==> config.mk <==
export PLATFORM = sky130hd
export DESIGN_NAME = wb_test_mailbox
export DESIGN_NICKNAME = d
export VERILOG_FILES = /design/src/rtl/wb_test_mailbox_pkg.sv /design/src/rtl/wb_test_mailbox_wdt.sv /design/src/rtl/wb_test_mailbox.sv
export SDC_FILE = /design/constraint.sdc
export NUM_CORES = 1
export LEC_CHECK = 0
export ABC_AREA = 1
export ABC_CLOCK_PERIOD_IN_PS = 4700
export BUFFER_PORTS_ARGS = -buffer_cell sky130_fd_sc_hd__buf_2
export CAP_MARGIN = 15
export CELL_PAD_IN_SITES_DETAIL_PLACEMENT = 2
export CELL_PAD_IN_SITES_GLOBAL_PLACEMENT = 2
export CORE_MARGIN = 2
export CORE_UTILIZATION = 39
export DETAILED_ROUTE_END_ITERATION = 7
export GPL_ROUTABILITY_DRIVEN = 0
export PLACE_DENSITY_LB_ADDON = 0.1
export SLEW_MARGIN = 10
export SYNTH_ARGS = -nofsm -noshare
export SYNTH_HDL_FRONTEND = slang
export SYNTH_SLANG_ARGS = --single-unit
==> constraint.sdc <==
create_clock -name wb_clk_i -period 4.7 [get_ports wb_clk_i]
set_clock_uncertainty 0.15 [all_clocks]
set_input_delay 0.47 -clock wb_clk_i [delete_from_list [all_inputs] [get_ports wb_clk_i]]
set_output_delay 0.47 -clock wb_clk_i [all_outputs]
set_load 0.01 [all_outputs]
==> src/rtl/wb_test_mailbox_pkg.sv <==
// Shared definitions for the Wishbone test mailbox: register map, CTRL and
// STATUS bit positions, FSM encoding and the unsigned range-check helper.
package wb_test_mailbox_pkg;

   localparam logic [2:0] REG_CTRL      = 3'd0;
   localparam logic [2:0] REG_EXP_MIN   = 3'd1;
   localparam logic [2:0] REG_MAX       = 3'd2;
   localparam logic [2:0] REG_MEASURED  = 3'd3;
   localparam logic [2:0] REG_STATUS    = 3'd4;
   localparam logic [2:0] REG_NUM_TESTS = 3'd5;

   localparam int unsigned CTRL_CMP_EQ    = 32'd0;
   localparam int unsigned CTRL_CMP_RANGE = 32'd1;
   localparam int unsigned CTRL_DONE      = 32'd2;
   localparam int unsigned CTRL_CLEAR     = 32'd3;

   localparam int unsigned STAT_FAIL_LSB = 32'd16;
   localparam int unsigned STAT_BUSY     = 32'd29;
   localparam int unsigned STAT_FAILED   = 32'd30;
   localparam int unsigned STAT_PASSED   = 32'd31;

   typedef enum logic [1:0] {
      ST_IDLE     = 2'd0,
      ST_COMPARE  = 2'd1,
      ST_REPORT   = 2'd2,
      ST_FINISHED = 2'd3
   } state_e;

   function automatic logic in_range(input logic [31:0] lo,
                                     input logic [31:0] hi,
                                     input logic [31:0] val);
      return (val >= lo) && (val <= hi);
   endfunction

endpackage

==> src/rtl/wb_test_mailbox_wdt.sv <==
// Watchdog down-counter for the test mailbox: reloads on reset or load,
// counts while enabled and flags expiry on its final counting cycle.
module wb_test_mailbox_wdt #(
   parameter logic [31:0] LOAD_VALUE = 32'd50_000_000
) (
   input  logic clk,
   input  logic rst_n,
   input  logic load,
   input  logic en,
   output logic expire
);

   logic [31:0] count_r;

   // Down-counter, parked at zero once exhausted
   always_ff @(posedge clk or negedge rst_n) begin
      if (!rst_n) begin
         count_r <= LOAD_VALUE;
      end else if (load) begin
         count_r <= LOAD_VALUE;
      end else if (en && (count_r != 32'd0)) begin
         count_r <= count_r - 32'd1;
      end
   end

   // Flag on the last count so the forced failure lands LOAD_VALUE cycles after the load
   assign expire = en & ~load & (count_r <= 32'd1);

endmodule

==> src/rtl/wb_test_mailbox.sv <==
// Wishbone self-check mailbox: hardware compare, test/fail counting and sticky
// pass/fail flags. Optional watchdog enabled by WB_TEST_MAILBOX_WATCHDOG_EN.
module wb_test_mailbox
   import wb_test_mailbox_pkg::*;
#(
   parameter logic [31:0] WATCHDOG_CYCLES = 32'd50_000_000,
   parameter int unsigned COUNT_W         = 16
) (
   input  logic               wb_clk_i,
   input  logic               wb_rst_n_i,
   input  logic [4:0]         wb_adr_i,
   input  logic [31:0]        wb_dat_i,
   output logic [31:0]        wb_dat_o,
   input  logic               wb_we_i,
   input  logic [3:0]         wb_sel_i,
   input  logic               wb_cyc_i,
   input  logic               wb_stb_i,
   output logic               wb_ack_o,
   output logic               test_passed_o,
   output logic               test_failed_o,
   output logic               result_valid_o,
   output logic               result_pass_o,
   output logic [COUNT_W-1:0] result_index_o
);

   localparam int unsigned TC_W = (COUNT_W < 32'd16) ? COUNT_W : 32'd16;
   localparam int unsigned FC_W = (COUNT_W < 32'd8)  ? COUNT_W : 32'd8;

   state_e               state_r, state_nxt_s;
   logic [2:0]           reg_sel_s;
   logic                 unused_adr_s;
   logic                 busy_s, req_s, stall_s, accept_s, wr_s, ctrl_wr_s;
   logic                 cmd_clear_s, cmd_done_s, cmd_eq_s, cmd_range_s;
   logic                 start_cmp_s, report_s, done_s, done_ok_s;
   logic                 wdt_expire_s;
   logic                 ack_r, result_valid_r, result_pass_r;
   logic                 passed_r, failed_r, cmp_range_r, cmp_pass_r;
   logic [31:0]          dat_r, rd_data_s, status_s;
   logic [31:0]          exp_min_r, max_r, measured_r, num_tests_r;
   logic [COUNT_W-1:0]   test_count_r, fail_count_r, result_index_r;

   function automatic logic [COUNT_W-1:0] sat_inc(input logic [COUNT_W-1:0] v);
      if (&v) begin
         return v;
      end else begin
         return v + COUNT_W'(1);
      end
   endfunction

   assign reg_sel_s    = wb_adr_i[4:2];
   assign unused_adr_s = ^wb_adr_i[1:0];
   assign busy_s       = (state_r == ST_COMPARE) || (state_r == ST_REPORT);
   assign req_s        = wb_cyc_i & wb_stb_i & ~ack_r;
   assign stall_s      = req_s & wb_we_i & (reg_sel_s == REG_CTRL) & busy_s;
   assign accept_s     = req_s & ~stall_s;
   assign wr_s         = accept_s & wb_we_i & (wb_sel_i == 4'hF);
   assign ctrl_wr_s    = wr_s & (reg_sel_s == REG_CTRL);

   // Only the highest-priority CTRL bit produces a command
   assign cmd_clear_s  = ctrl_wr_s & wb_dat_i[CTRL_CLEAR];
   assign cmd_done_s   = ctrl_wr_s & ~wb_dat_i[CTRL_CLEAR] & wb_dat_i[CTRL_DONE];
   assign cmd_eq_s     = ctrl_wr_s & ~wb_dat_i[CTRL_CLEAR] & ~wb_dat_i[CTRL_DONE]
                         & wb_dat_i[CTRL_CMP_EQ];
   assign cmd_range_s  = ctrl_wr_s & ~wb_dat_i[CTRL_CLEAR] & ~wb_dat_i[CTRL_DONE]
                         & ~wb_dat_i[CTRL_CMP_EQ] & wb_dat_i[CTRL_CMP_RANGE];

   assign done_ok_s = (32'(test_count_r) == num_tests_r)
                      && (fail_count_r == {COUNT_W{1'b0}}) && !failed_r;

`ifdef WB_TEST_MAILBOX_WATCHDOG_EN
   wb_test_mailbox_wdt #(
      .LOAD_VALUE (WATCHDOG_CYCLES)
   ) u_wdt (
      .clk    (wb_clk_i),
      .rst_n  (wb_rst_n_i),
      .load   (cmd_clear_s),
      .en     (state_r != ST_FINISHED),
      .expire (wdt_expire_s)
   );
`else
   logic [31:0] unused_wdt_s;
   assign unused_wdt_s = WATCHDOG_CYCLES;
   assign wdt_expire_s = 1'b0;
`endif

   // FSM state register
   always_ff @(posedge wb_clk_i or negedge wb_rst_n_i) begin
      if (!wb_rst_n_i) begin
         state_r <= ST_IDLE;
      end else begin
         state_r <= state_nxt_s;
      end
   end

   // FSM next-state: CLEAR beats watchdog expiry, which beats normal flow
   always_comb begin
      state_nxt_s = state_r;
      if (cmd_clear_s) begin
         state_nxt_s = ST_IDLE;
      end else if (wdt_expire_s) begin
         state_nxt_s = ST_FINISHED;
      end else begin
         case (state_r)
            ST_IDLE: begin
               if (cmd_done_s) begin
                  state_nxt_s = ST_FINISHED;
               end else if (cmd_eq_s || cmd_range_s) begin
                  state_nxt_s = ST_COMPARE;
               end else begin
                  state_nxt_s = ST_IDLE;
               end
            end
            ST_COMPARE:  state_nxt_s = ST_REPORT;
            ST_REPORT:   state_nxt_s = ST_IDLE;
            ST_FINISHED: state_nxt_s = ST_FINISHED;
            default:     state_nxt_s = ST_IDLE;
         endcase
      end
   end

   // FSM output decode
   always_comb begin
      start_cmp_s = 1'b0;
      report_s    = 1'b0;
      done_s      = 1'b0;
      case (state_r)
         ST_IDLE: begin
            start_cmp_s = (state_nxt_s == ST_COMPARE);
            done_s      = cmd_done_s & ~wdt_expire_s;
         end
         ST_REPORT: report_s = (state_nxt_s == ST_IDLE);
         default: begin
            start_cmp_s = 1'b0;
            report_s    = 1'b0;
            done_s      = 1'b0;
         end
      endcase
   end

   // STATUS word assembly
   always_comb begin
      status_s                        = 32'd0;
      status_s[TC_W-1:0]              = test_count_r[TC_W-1:0];
      status_s[STAT_FAIL_LSB +: FC_W] = fail_count_r[FC_W-1:0];
      status_s[STAT_BUSY]             = busy_s;
      status_s[STAT_FAILED]           = failed_r;
      status_s[STAT_PASSED]           = passed_r;
   end

   // Read mux
   always_comb begin
      rd_data_s = 32'd0;
      case (reg_sel_s)
         REG_EXP_MIN:   rd_data_s = exp_min_r;
         REG_MAX:       rd_data_s = max_r;
         REG_MEASURED:  rd_data_s = measured_r;
         REG_STATUS:    rd_data_s = status_s;
         REG_NUM_TESTS: rd_data_s = num_tests_r;
         default:       rd_data_s = 32'd0;
      endcase
   end

   // Bus handshake, read data and data registers
   always_ff @(posedge wb_clk_i or negedge wb_rst_n_i) begin
      if (!wb_rst_n_i) begin
         ack_r          <= 1'b0;
         dat_r          <= 32'd0;
         result_valid_r <= 1'b0;
         exp_min_r      <= 32'd0;
         max_r          <= 32'd0;
         measured_r     <= 32'd0;
         num_tests_r    <= 32'd0;
      end else begin
         ack_r          <= accept_s;
         dat_r          <= (accept_s && !wb_we_i) ? rd_data_s : 32'd0;
         result_valid_r <= report_s;
         if (wr_s && (reg_sel_s == REG_EXP_MIN))   exp_min_r   <= wb_dat_i;
         if (wr_s && (reg_sel_s == REG_MAX))       max_r       <= wb_dat_i;
         if (wr_s && (reg_sel_s == REG_MEASURED))  measured_r  <= wb_dat_i;
         if (wr_s && (reg_sel_s == REG_NUM_TESTS)) num_tests_r <= wb_dat_i;
      end
   end

   // Compare mode capture and outcome register
   always_ff @(posedge wb_clk_i or negedge wb_rst_n_i) begin
      if (!wb_rst_n_i) begin
         cmp_range_r <= 1'b0;
         cmp_pass_r  <= 1'b0;
      end else begin
         if (start_cmp_s) cmp_range_r <= cmd_range_s;
         if (state_r == ST_COMPARE) begin
            cmp_pass_r <= cmp_range_r ? in_range(exp_min_r, max_r, measured_r)
                                      : (measured_r == exp_min_r);
         end
      end
   end

   // Test/fail counters and per-compare result outputs
   always_ff @(posedge wb_clk_i or negedge wb_rst_n_i) begin
      if (!wb_rst_n_i) begin
         test_count_r   <= {COUNT_W{1'b0}};
         fail_count_r   <= {COUNT_W{1'b0}};
         result_pass_r  <= 1'b0;
         result_index_r <= {COUNT_W{1'b0}};
      end else if (cmd_clear_s) begin
         test_count_r <= {COUNT_W{1'b0}};
         fail_count_r <= {COUNT_W{1'b0}};
      end else if (report_s) begin
         test_count_r   <= sat_inc(test_count_r);
         result_pass_r  <= cmp_pass_r;
         result_index_r <= test_count_r;
         if (!cmp_pass_r) fail_count_r <= sat_inc(fail_count_r);
      end
   end

   // Sticky flags; any failure source clears a previous pass
   always_ff @(posedge wb_clk_i or negedge wb_rst_n_i) begin
      if (!wb_rst_n_i) begin
         passed_r <= 1'b0;
         failed_r <= 1'b0;
      end else if (cmd_clear_s) begin
         passed_r <= 1'b0;
         failed_r <= 1'b0;
      end else if (wdt_expire_s || (report_s && !cmp_pass_r) || (done_s && !done_ok_s)) begin
         passed_r <= 1'b0;
         failed_r <= 1'b1;
      end else if (done_s) begin
         passed_r <= 1'b1;
      end
   end

   assign wb_ack_o       = ack_r;
   assign wb_dat_o       = dat_r;
   assign test_passed_o  = passed_r;
   assign test_failed_o  = failed_r;
   assign result_valid_o = result_valid_r;
   assign result_pass_o  = result_pass_r;
   assign result_index_o = result_index_r;

endmodule

-- Word level (Yosys, flattened, before mapping)
Cells that the tools add are included.
- bitwise gates (word level): 22
- eq/ne operators: 15
- order comparisons: 2
- shift-type cells: 0
- $mul: 0
- mux-type cells: 22
- reduce and logical (&&, ||, !) cells: 29
- div/mod/pow operators: 0
- $add $sub $neg: 2
- operators with widths (kind ; number):
    one-hot mux 32 bit (5 select lines) ; 1
    2-to-1 mux 16 bit ; 7
    adder 16 x 1 -> 16 bit, second input constant ; 2
    equality test 16 x 32 -> 1 bit ; 1
    equality test 32 bit ; 1
    >= comparator 32 bit ; 1
    <= comparator 32 bit ; 1
    2-to-1 mux 32 bit ; 1
    AND reduction 16 bit ; 2
    bitwise AND 1 bit ; 16
    logical NOT 16 bit ; 1
    logical AND 1 bit ; 10
    2-to-1 mux 1 bit ; 10
    one-hot mux 2 bit (4 select lines) ; 1
    equality test 3 x 2 -> 1 bit, second input constant ; 2
    equality test 3 bit, second input constant ; 2
    != test 2 bit, second input constant ; 3
    inverter 1 bit ; 6
    equality test 2 x 1 -> 1 bit, second input constant ; 2
    equality test 2 bit, second input constant ; 2
    equality test 4 bit, second input constant ; 1
    logical NOT 1 bit ; 4
    logical NOT 2 bit ; 2
    2-to-1 mux 2 bit ; 2
    other kinds (7) ; 11
- memories kept: 0
- latch bits: 0
- memory bits (read-only): 0
- flip-flop bits (word level): 217
- memory bits (writable): 0
- bits of input ports: 46
- output and inout bits: 53
- word-level logic and storage cells: 108

-- Longest topological paths before layout
Gate-level depths: netlist (run 1).
- depth in word-level cells: 25
- mapped depth: 17

-- Worst setup path before layout (run 1)
No wires, ideal clock.
- path kind: reg-to-reg
- start: reg state_r[0]
- end: reg measured_r[3]
- slack: 2.811 ns
- buffers on the path: 1
- library setup time: 0.124 ns
- cell stages (with the launch flop): 10
- arrival: 1.616 ns
- data required time: 4.426 ns
- path through: dfrtp_1 > inv_1 > ha_1 > nand3_1 > nand2_2 > nor3_4 > nand2_4 > buf_2 > nand2_1 > o21ai_1
- longest elaborated chain between the ends: 8
- elaborated cells on any way between the ends: 9
- those cells by class: 2 x eq/ne; 5 x bitwise; 2 x reduce/logical
- ends and longest elaborated chain (item ; RTL line ; text):
    from (decl) ; wb_test_mailbox.sv:29 ; state_e state_r, state_nxt_s;
    from (signal assigned) ; wb_test_mailbox.sv:91 ; state_r <= state_nxt_s;
    equality test 2 x 1 -> 1 bit / equality test 2 bit (equally long branches) ; wb_test_mailbox.sv:52 ; assign busy_s = (state_r == ST_COMPARE) || (state_r == ST_REPORT);
    logical OR 1 bit * ; wb_test_mailbox.sv:52 ;
    bitwise AND 1 bit * ; wb_test_mailbox.sv:54 ; assign stall_s = req_s & wb_we_i & (reg_sel_s == REG_CTRL) & busy_s;
    inverter 1 bit * ; wb_test_mailbox.sv:55 ; assign accept_s = req_s & ~stall_s;
    bitwise AND 1 bit * ; wb_test_mailbox.sv:55 ;
    bitwise AND 1 bit * (2 in series) ; wb_test_mailbox.sv:56 ; assign wr_s = accept_s & wb_we_i & (wb_sel_i == 4'hF);
    logical AND 1 bit * ; wb_test_mailbox.sv:179 ; if (wr_s && (reg_sel_s == REG_MEASURED)) measured_r <= wb_dat_i;
    to (signal assigned) ; wb_test_mailbox.sv:179 ;
    to (decl) ; wb_test_mailbox.sv:39 ; logic [31:0] exp_min_r, max_r, measured_r, num_tests_r;
Mark *: on every way between the ends. The rest lies on a longest branch, timed or not.
A chain may end at the register's enable or synchronous reset.

-- Worst setup path in the final report (run 1)
- start: reg state_r[0]
- end: reg result_pass_r (netlist: result_pass_o)
- longest elaborated chain between the ends: 20
- elaborated cells on any way between the ends: 27
- those cells by class: 3 x eq/ne; 5 x mux; 14 x bitwise; 5 x reduce/logical
- ends and longest elaborated chain (item ; RTL line ; text):
    equality test 2 x 1 -> 1 bit / equality test 2 bit (equally long branches) ; wb_test_mailbox.sv:52, wb_test_mailbox.sv:103, wb_test_mailbox.sv:126 ;
    logical OR 1 bit ; wb_test_mailbox.sv:52 ;
    bitwise AND 1 bit ; wb_test_mailbox.sv:54 ;
    inverter 1 bit ; wb_test_mailbox.sv:55 ;
    bitwise AND 1 bit ; wb_test_mailbox.sv:55 ;
    bitwise AND 1 bit (2 in series) ; wb_test_mailbox.sv:56 ;
    bitwise AND 1 bit ; wb_test_mailbox.sv:57 ; assign ctrl_wr_s = wr_s & (reg_sel_s == REG_CTRL);
    bitwise AND 1 bit ; wb_test_mailbox.sv:61, wb_test_mailbox.sv:62, wb_test_mailbox.sv:64 ;
    [... 3 more ...] ; n/a ;
    logical OR 1 bit ; wb_test_mailbox.sv:107 ; end else if (cmd_eq_s || cmd_range_s) begin
    2-to-1 mux 1 bit ; wb_test_mailbox.sv:107 ;
    2-to-1 mux 2 bit ; wb_test_mailbox.sv:105 ; if (cmd_done_s) begin
    one-hot mux 2 bit (4 select lines) ; wb_test_mailbox.sv:103 ; case (state_r)
    2-to-1 mux 2 bit ; wb_test_mailbox.sv:98 ; if (cmd_clear_s) begin
    logical NOT 2 bit ; wb_test_mailbox.sv:131 ; ST_REPORT: report_s = (state_nxt_s == ST_IDLE);
    2-to-1 mux 1 bit ; wb_test_mailbox.sv:126 ; case (state_r)
    AND reduction 2 bit (no source line) * ; n/a ;
    to (signal assigned) ; wb_test_mailbox.sv:210 ; result_pass_r <= cmp_pass_r;
    to (decl) ; wb_test_mailbox.sv:36 ; logic ack_r, result_valid_r, result_pass_r;
Marks and branches as above.

==> results.sh, run 1 <==
export IMPL_root_buffer="clkbuf_16"
export IMPL_synth_top_area_share_pct=47.76
export IMPL_grt_max_degree=113
export IMPL_grt_pass1_vias=11060
export IMPL_min_path_type="in -> reg"
export IMPL_cts_buffers=26
export IMPL_p_per_area_nw_per_um2=348.5
export IMPL_path_max_fanout=37
export IMPL_rsz0062_at_grt="no"
export IMPL_ys_top_cells_by_count="nand2_1 (317), dfrtp_1 (217), inv_1 (178)"
export IMPL_critPathSlowestCell="nand2_2"
export IMPL_vias=9985
export IMPL_p_total_uw=4547
export IMPL_grt_overflow=0
export IMPL_ys_ff_latch=217
export IMPL_p_leak_uw=0.006330
export IMPL_tightestPinTransition_ps=999.5
export IMPL_clkTransAtPathRegs_ps=60
export IMPL_syn_cell_area_um2=11370
export IMPL_fp_dieH_um=174.8
export IMPL_clk_latency_ps=550
export IMPL_grt_use_total_pct=25.85
export IMPL_finalHoldViolations=0
export IMPL_required_ps=4980
export IMPL_synth_most_common_cell="nand2_1"
export IMPL_path_cells="inv_1 -> ha_1 -> nand2_1 -> nand4_1 -> nor2_2 -> inv_2 -> nand2_2 -> mux2_2"
export IMPL_route_detailed_drc=0
export IMPL_ys_warn_count=0
export IMPL_fin_crit_ps=3040
export IMPL_synth_area_leaders="dfrtp_1 (48%), nand2_1 (10%), ha_1 (7.8%)"
export IMPL_cts_sinks=217
export IMPL_ios=99
export IMPL_cts_setup_buffers=0
export IMPL_setup_viol=0
export IMPL_coreArea_um2=28700
export IMPL_cp_top_family="simple AND/OR/NAND/NOR gates"
export IMPL_synthArstFlopShare_pct=100.0
export IMPL_cp_slowest_stage_delay_ps=540
export IMPL_slew_headroom_pct=33.15
export IMPL_post_cts_resized=0
export IMPL_syn_area_per_cell_um2=8.324
export IMPL_synth_edf_count=0
export IMPL_die_w_um=174.8
export IMPL_final_layout_size_suffix_gt1_share_pct=11.18
export IMPL_post_drt_wl_per_cell_um=20.89
export IMPL_vias_per_cell=5.394
export IMPL_dp_hpwl_um=26540
export IMPL_synth_fp_nets=1483
export IMPL_dieArea_um2=30540
export IMPL_clock_path_buffers=3
export IMPL_period_share_pct=64.68
export IMPL_synthToLayoutAreaGrowth_pct=14.76
export IMPL_postCtsHoldBufs=1
export IMPL_ys_seq_area_share_pct=47.76
export IMPL_crit_buf_inv=2
export IMPL_ys_flop_type="dfrtp_1"
export IMPL_tritoncts="done"
export IMPL_drt_wl_total_um=38660
export IMPL_drt_iter0_markers=354
export IMPL_synthCells=1366
export IMPL_placed_area_um2=12170
export IMPL_ys_types=38
export IMPL_critPathCaptureType="flop"
export IMPL_grt_pass1_wl_um=62110
export IMPL_htreeDepth=1
export IMPL_row_count=62
export IMPL_cp_start_kind="flop"
export IMPL_first_pass_iters=4
export IMPL_ir_worst_vdd_mv=0.2685
export IMPL_fmax_ghz=0.3290
export IMPL_antenna_found_initial=0
export IMPL_report_final_slew_viol_count=0
export IMPL_criticalPathCategory="reg -> reg"
export IMPL_place_port_buffers=96
export IMPL_arrival_ps=3320
export IMPL_diodes=0
export IMPL_yosysTopAreaCell="dfrtp_1"
export IMPL_start_util_pct=39.62
export IMPL_ant_nets=0
export IMPL_status="completed"
export IMPL_fin_setup_tns_ps=0
export IMPL_cap_violations=0
export IMPL_fin_nets=1564
export IMPL_stdcell_area_um2=13050
==> metal layers <==
metal | vias up | global-route usage (%) | part of all wire [%]
met5 | - | 0 | 0
met4 | 0 | 6.771 | 2.7
met2 | 163 | 47.60 | 51
met1 | 5094 | 32.14 | 43
met3 | 55 | 2.785 | 3.5
li1 | 4673 | - | -
==> logic make-up (layout without fill, tap and decap cells) <==
kind of cell	count (synthesis)	in the layout	share of synthesized area, %
AO/OA/AOI/OAI	317	317	15.36
XOR/XNOR	32	32	2.465
adder cells (fa/ha/maj)	71	71	7.812
buffers and inverters	235	336	8.219
flip-flops	217	217	47.76
multiplexers	1	1	0.09902
AND/OR/NAND/NOR	493	493	18.29
==> tightest hold or removal path: cells and delay by family <==
family | cells | cell delay, ps
AO/OA/AOI/OAI | 1 | 130
buffers and inverters | 2 | 140
==> flip-flops by register name, summed over array words and instances (netlist names), 2 cells and up <==
name,flops
fail_count_r,16
exp_min_r,32
measured_r,32
state_r,2
wb_dat_o,32
test_count_r,16
result_index_o,16
num_tests_r,32
max_r,32
==> layout by cell type (no fill, tap or decap), types with 2 or more instances in the layout <==
master     instances
nand3_1           49
nor2_1            65
inv_1            177
nor3b_1            2
xor2_1            30
nor4_1             3
dfrtp_1          217
o21ai_1          130
nand2_4            4
o22ai_1           12
a221oi_1          32
a21oi_1           65
buf_2             95
o21a_1             4
clkinv_1           2
clkinv_2           4
nor3_1            23
xnor2_1            2
nand4_1           20
ha_1              71
buf_4              7
nand2_2            4
clkbuf_8           8
clkbuf_16         26
o21ai_0           69
inv_2              4
clkbuf_1           6
nand2_1          317
nor3_4             2
==> cell type report <==
cell class | instances | area, um2
well taps | 384 | 480.5
clock inverters | 8 | 82.58
clock buffers | 40 | 783.3
fillers | 3254 | 15650
repair buffers | 105 | 573.1
inverters | 183 | 686.9
flip-flops and latches | 217 | 5430
multi-input cells | 914 | 5012
==> stage by stage <==
step	std cells	util (%)	worst slack, ps	hold slack (ps)
after floorplan	1366	-	2811	24.41
after global placement	1802	42.41	1645	313.3
after detailed placement	1802	42.41	1588	321.5
after CTS	1851	45.46	1614	58.57
after global routing	1851	45.46	1438	87.33
final	1851	45.46	1660	77.27
==> report_power, final <==
group          total [uW]  internal, uW  switching [uW]
Combinational         514           161             353
Sequential           2010          1930            71.6
Clock                2030          1200             826
Total                4550          3300            1250
==> worst paths after layout <==
| check | start | cells past startpoint | slack (ps) | endpoint |
|---|---|---|---|---|
| hold / removal | wb_dat_i[19] | 3 | 80 | measured_r[19] |
| max in group asynchronous | wb_rst_n_i | 3 | 2910 | exp_min_r[6] |
| setup / recovery | state_r[0] | 8 | 1660 | result_pass_o |
| min in group asynchronous | wb_rst_n_i | 2 | 480 | result_index_o[7] |
| hold reg to reg | result_index_o[3] | 2 | 330 | result_index_o[3] |
| setup reg to reg | state_r[0] | 8 | 1660 | result_pass_o |
(Power assumes the default switching activity.)
==> inputs of run 2 (changes only) <==
--- a/config.mk
+++ b/config.mk
@@ -5,14 +5,14 @@
 export SDC_FILE = /design/constraint.sdc
 export NUM_CORES = 1
 export LEC_CHECK = 0
-export ABC_AREA = 1
-export ABC_CLOCK_PERIOD_IN_PS = 4700
+export ABC_AREA = 0
+export ABC_CLOCK_PERIOD_IN_PS = 2700
 export BUFFER_PORTS_ARGS = -buffer_cell sky130_fd_sc_hd__buf_2
 export CAP_MARGIN = 15
 export CELL_PAD_IN_SITES_DETAIL_PLACEMENT = 2
 export CELL_PAD_IN_SITES_GLOBAL_PLACEMENT = 2
 export CORE_MARGIN = 2
-export CORE_UTILIZATION = 39
+export CORE_UTILIZATION = 37
 export DETAILED_ROUTE_END_ITERATION = 7
 export GPL_ROUTABILITY_DRIVEN = 0
 export PLACE_DENSITY_LB_ADDON = 0.1
==> constraint.sdc (replaced) <==
create_clock -name wb_clk_i -period 2.7 [get_ports wb_clk_i]
set_clock_uncertainty 0.15 [all_clocks]
set_input_delay 0.27 -clock wb_clk_i [delete_from_list [all_inputs] [get_ports wb_clk_i]]
set_output_delay 0.27 -clock wb_clk_i [all_outputs]
set_load 0.01 [all_outputs]
==> results.sh, run 2 <==
export IMPL_final_layout_size_suffix_gt1_share_pct=28.37
export IMPL_path_max_fanout=3
export IMPL_fillerInstances=3196
export IMPL_ios=99
export IMPL_cp_slowest_stage_delay_ps=580
export IMPL_rsz0062_at_grt="no"
export IMPL_ys_seq_area_share_pct=46.97
export IMPL_fin_cells=1585
export IMPL_ant_nets=0
export IMPL_fin_crit_ps=2538
export IMPL_fp_dieH_um=180.8
export IMPL_finalHoldViolations=0
export IMPL_route_detailed_drc=0
export IMPL_ys_top_cells_by_count="dfrtp_1 (217), mux2_2 (126), inv_1 (75)"
export IMPL_fin_nets=1286
export IMPL_antenna_found_initial=1
export IMPL_path_cells="inv_1 -> ha_1 -> a2111oi_4 -> buf_6 -> and2_1 -> nand3_1 -> o311ai_1 -> dlygate4sd3_1"
export IMPL_htreeDepth=1
export IMPL_clkTransAtPathRegs_ps=60
export IMPL_p_per_area_nw_per_um2=576.8
export IMPL_fmax_ghz=0.3940
export IMPL_p_leak_uw=0.006547
export IMPL_synthCells=1020
export IMPL_yosysTopAreaCell="dfrtp_1"
export IMPL_syn_area_per_cell_um2=11.33
export IMPL_vias=8628
export IMPL_status="completed"
export IMPL_setup_viol=0
export IMPL_criticalPathCategory="reg -> reg"
export IMPL_synth_most_common_cell="dfrtp_1"
export IMPL_dp_slack_ps=253.4
export IMPL_arrival_ps=2860
export IMPL_root_buffer="clkbuf_16"
export IMPL_syn_cell_area_um2=11560
export IMPL_final_common_cell="dfrtp_1"
export IMPL_cts_sinks=217
export IMPL_fin_setup_tns_ps=0
export IMPL_report_final_slew_viol_count=0
export IMPL_clock_path_buffers=3
export IMPL_required_ps=3020
export IMPL_drt_iter0_markers=363
export IMPL_ys_flop_type="dfrtp_1"
export IMPL_grt_pass1_vias=9678
export IMPL_synthArstFlopShare_pct=100.0
export IMPL_synthToLayoutAreaGrowth_pct=20.45
export IMPL_start_util_pct=37.69
export IMPL_fin_ws_ps=162.1
export IMPL_ys_types=59
export IMPL_critPathCaptureType="flop"
export IMPL_tightestPinTransition_ps=893.7
export IMPL_ir_worst_vdd_mv=0.4067
export IMPL_grt_pass1_wl_um=57560
export IMPL_dieArea_um2=32670
export IMPL_first_pass_iters=4
export IMPL_row_count=64
export IMPL_synth_edf_count=0
export IMPL_dp_cells=1501
export IMPL_coreArea_um2=30670
export IMPL_drt_wl_total_um=35880
export IMPL_synth_top_area_share_pct=46.97
export IMPL_r2r_cells=8
export IMPL_ys_warn_count=0
export IMPL_critPathSlowestCell="dlygate4sd3_1"
export IMPL_synth_fp_nets=1137
export IMPL_tritoncts="done"
export IMPL_cp_start_kind="flop"
export IMPL_post_drt_wl_per_cell_um=22.64
export IMPL_final_cell_mix="dfrtp_1 (217), mux2_2 (126), buf_2 (95), inv_1 (75), ha_1 (71)"
export IMPL_grt_use_total_pct=22.58
export IMPL_dp_hpwl_um=25150
export IMPL_vias_per_cell=5.444
export IMPL_cts_buffers=27
export IMPL_min_path_type="in -> reg"
export IMPL_grt_max_degree=66
export IMPL_ys_ff_latch=217
export IMPL_cap_violations=0
export IMPL_period_share_pct=94.00
export IMPL_grt_overflow=0
export IMPL_place_port_buffers=96
export IMPL_die_w_um=180.8
export IMPL_clk_latency_ps=530
export IMPL_hold_depth=3
export IMPL_synth_area_leaders="dfrtp_1 (47%), mux2_2 (12%), ha_1 (7.7%)"
export IMPL_slew_headroom_pct=40.42
==> run 2: cell count changes in the layout (fill, tap and decap cells not counted), moves of 24 or more <==
cell           delta
o21ai_1         -129
mux2_2          +125
mux2i_1          +30
inv_1           -102
buf_4            +24
nand3_1          -30
dlygate4sd3_1    +33
o21ai_0          -28
a21oi_1          -27
nand2_1         -261
==> run 2: path summary, 6_finish.rpt <==
kind | from | to | slack (ps)
max | state_r[0] | cmp_range_r | 160
max in group asynchronous | wb_rst_n_i | fail_count_r[8] | 1550
max reg2reg | state_r[0] | cmp_range_r | 160
min reg2reg | result_index_o[2] | result_index_o[2] | 350
min | wb_stb_i | wb_ack_o | 20
min in group asynchronous | wb_rst_n_i | measured_r[6] | 90
==> run 2: logic make-up after synthesis <==
| kind of cell | after synthesis | share of synthesized area, % |
|---|---|---|
| AOI/OAI and AO/OA | 166 | 9.698 |
| buffers and inverters | 124 | 5.065 |
| adders and majority gates | 71 | 7.685 |
| and+or+nand+nor | 232 | 10.59 |
| xor gates and xnor gates | 35 | 2.652 |
| muxes | 175 | 17.34 |
| DFF | 217 | 46.97 |
==> run 2: layer usage <==
metal | GRT usage (%) | vias up | routed length, um
li1 | - | 3973 | -
met1 | 31.79 | 4499 | 17350
met2 | 37.64 | 116 | 16990
met3 | 2.419 | 40 | 978
met4 | 4.871 | 0 | 561
met5 | 0 | - | 0
==> run 2: area by class of cell <==
| class | instances | area (um2) | area share (%) |
|---|---|---|---|
| clock buffers | 40 | 774.5 | 5.563 |
| flip-flops and latches | 217 | 5430 | 39.00 |
| clock inverters | 8 | 165.2 | 1.186 |
| multi-input cells | 679 | 5559 | 39.93 |
| repair buffers | 169 | 1215 | 8.726 |
| well taps | 396 | 495.5 | 3.559 |
| diodes | 1 | 2.502 | 0.01797 |
| inverters | 75 | 281.5 | 2.022 |
==> run 2: metrics by stage <==
stage / hold WS (ps) / power [uW] / area (um2) / utilization [%]
floorplan: -175.6 / 3837 / 11560 / -
finish: 24.87 / 8031 / 13920 / 45.40
global route: 29.01 / 8374 / 13920 / 45.40
CTS: 0.9017 / 8141 / 13910 / 45.35
global placement: 75.74 / 4180 / 12630 / 41.18
detailed placement: 79.76 / 4200 / 12630 / 41.18
==> run 2: critical path: cells and delay by family (launching register included) <==
family	cells	cell delay (ps)
buffers and inverters	3	800
AOI/OAI and AO/OA	2	550
DFF	1	380
adders and majority gates	1	340
and+or+nand+nor	2	260
==> run 2: repair_timing <==
action / 4_1_cts / 5_1_grt
setup endpoints to repair: 0 / 1
setup buffers: 0 / 1
hold endpoints to repair: 317 / 0
resized for setup: 0 / 1
hold buffers: 34 / 0
==> run 2: power breakdown <==
part	switching, uW	total, uW	internal (uW)
Clock	1410	3860	2440
Combinational	472	782	311
Sequential	75.4	3390	3320
Total	1960	8030	6070
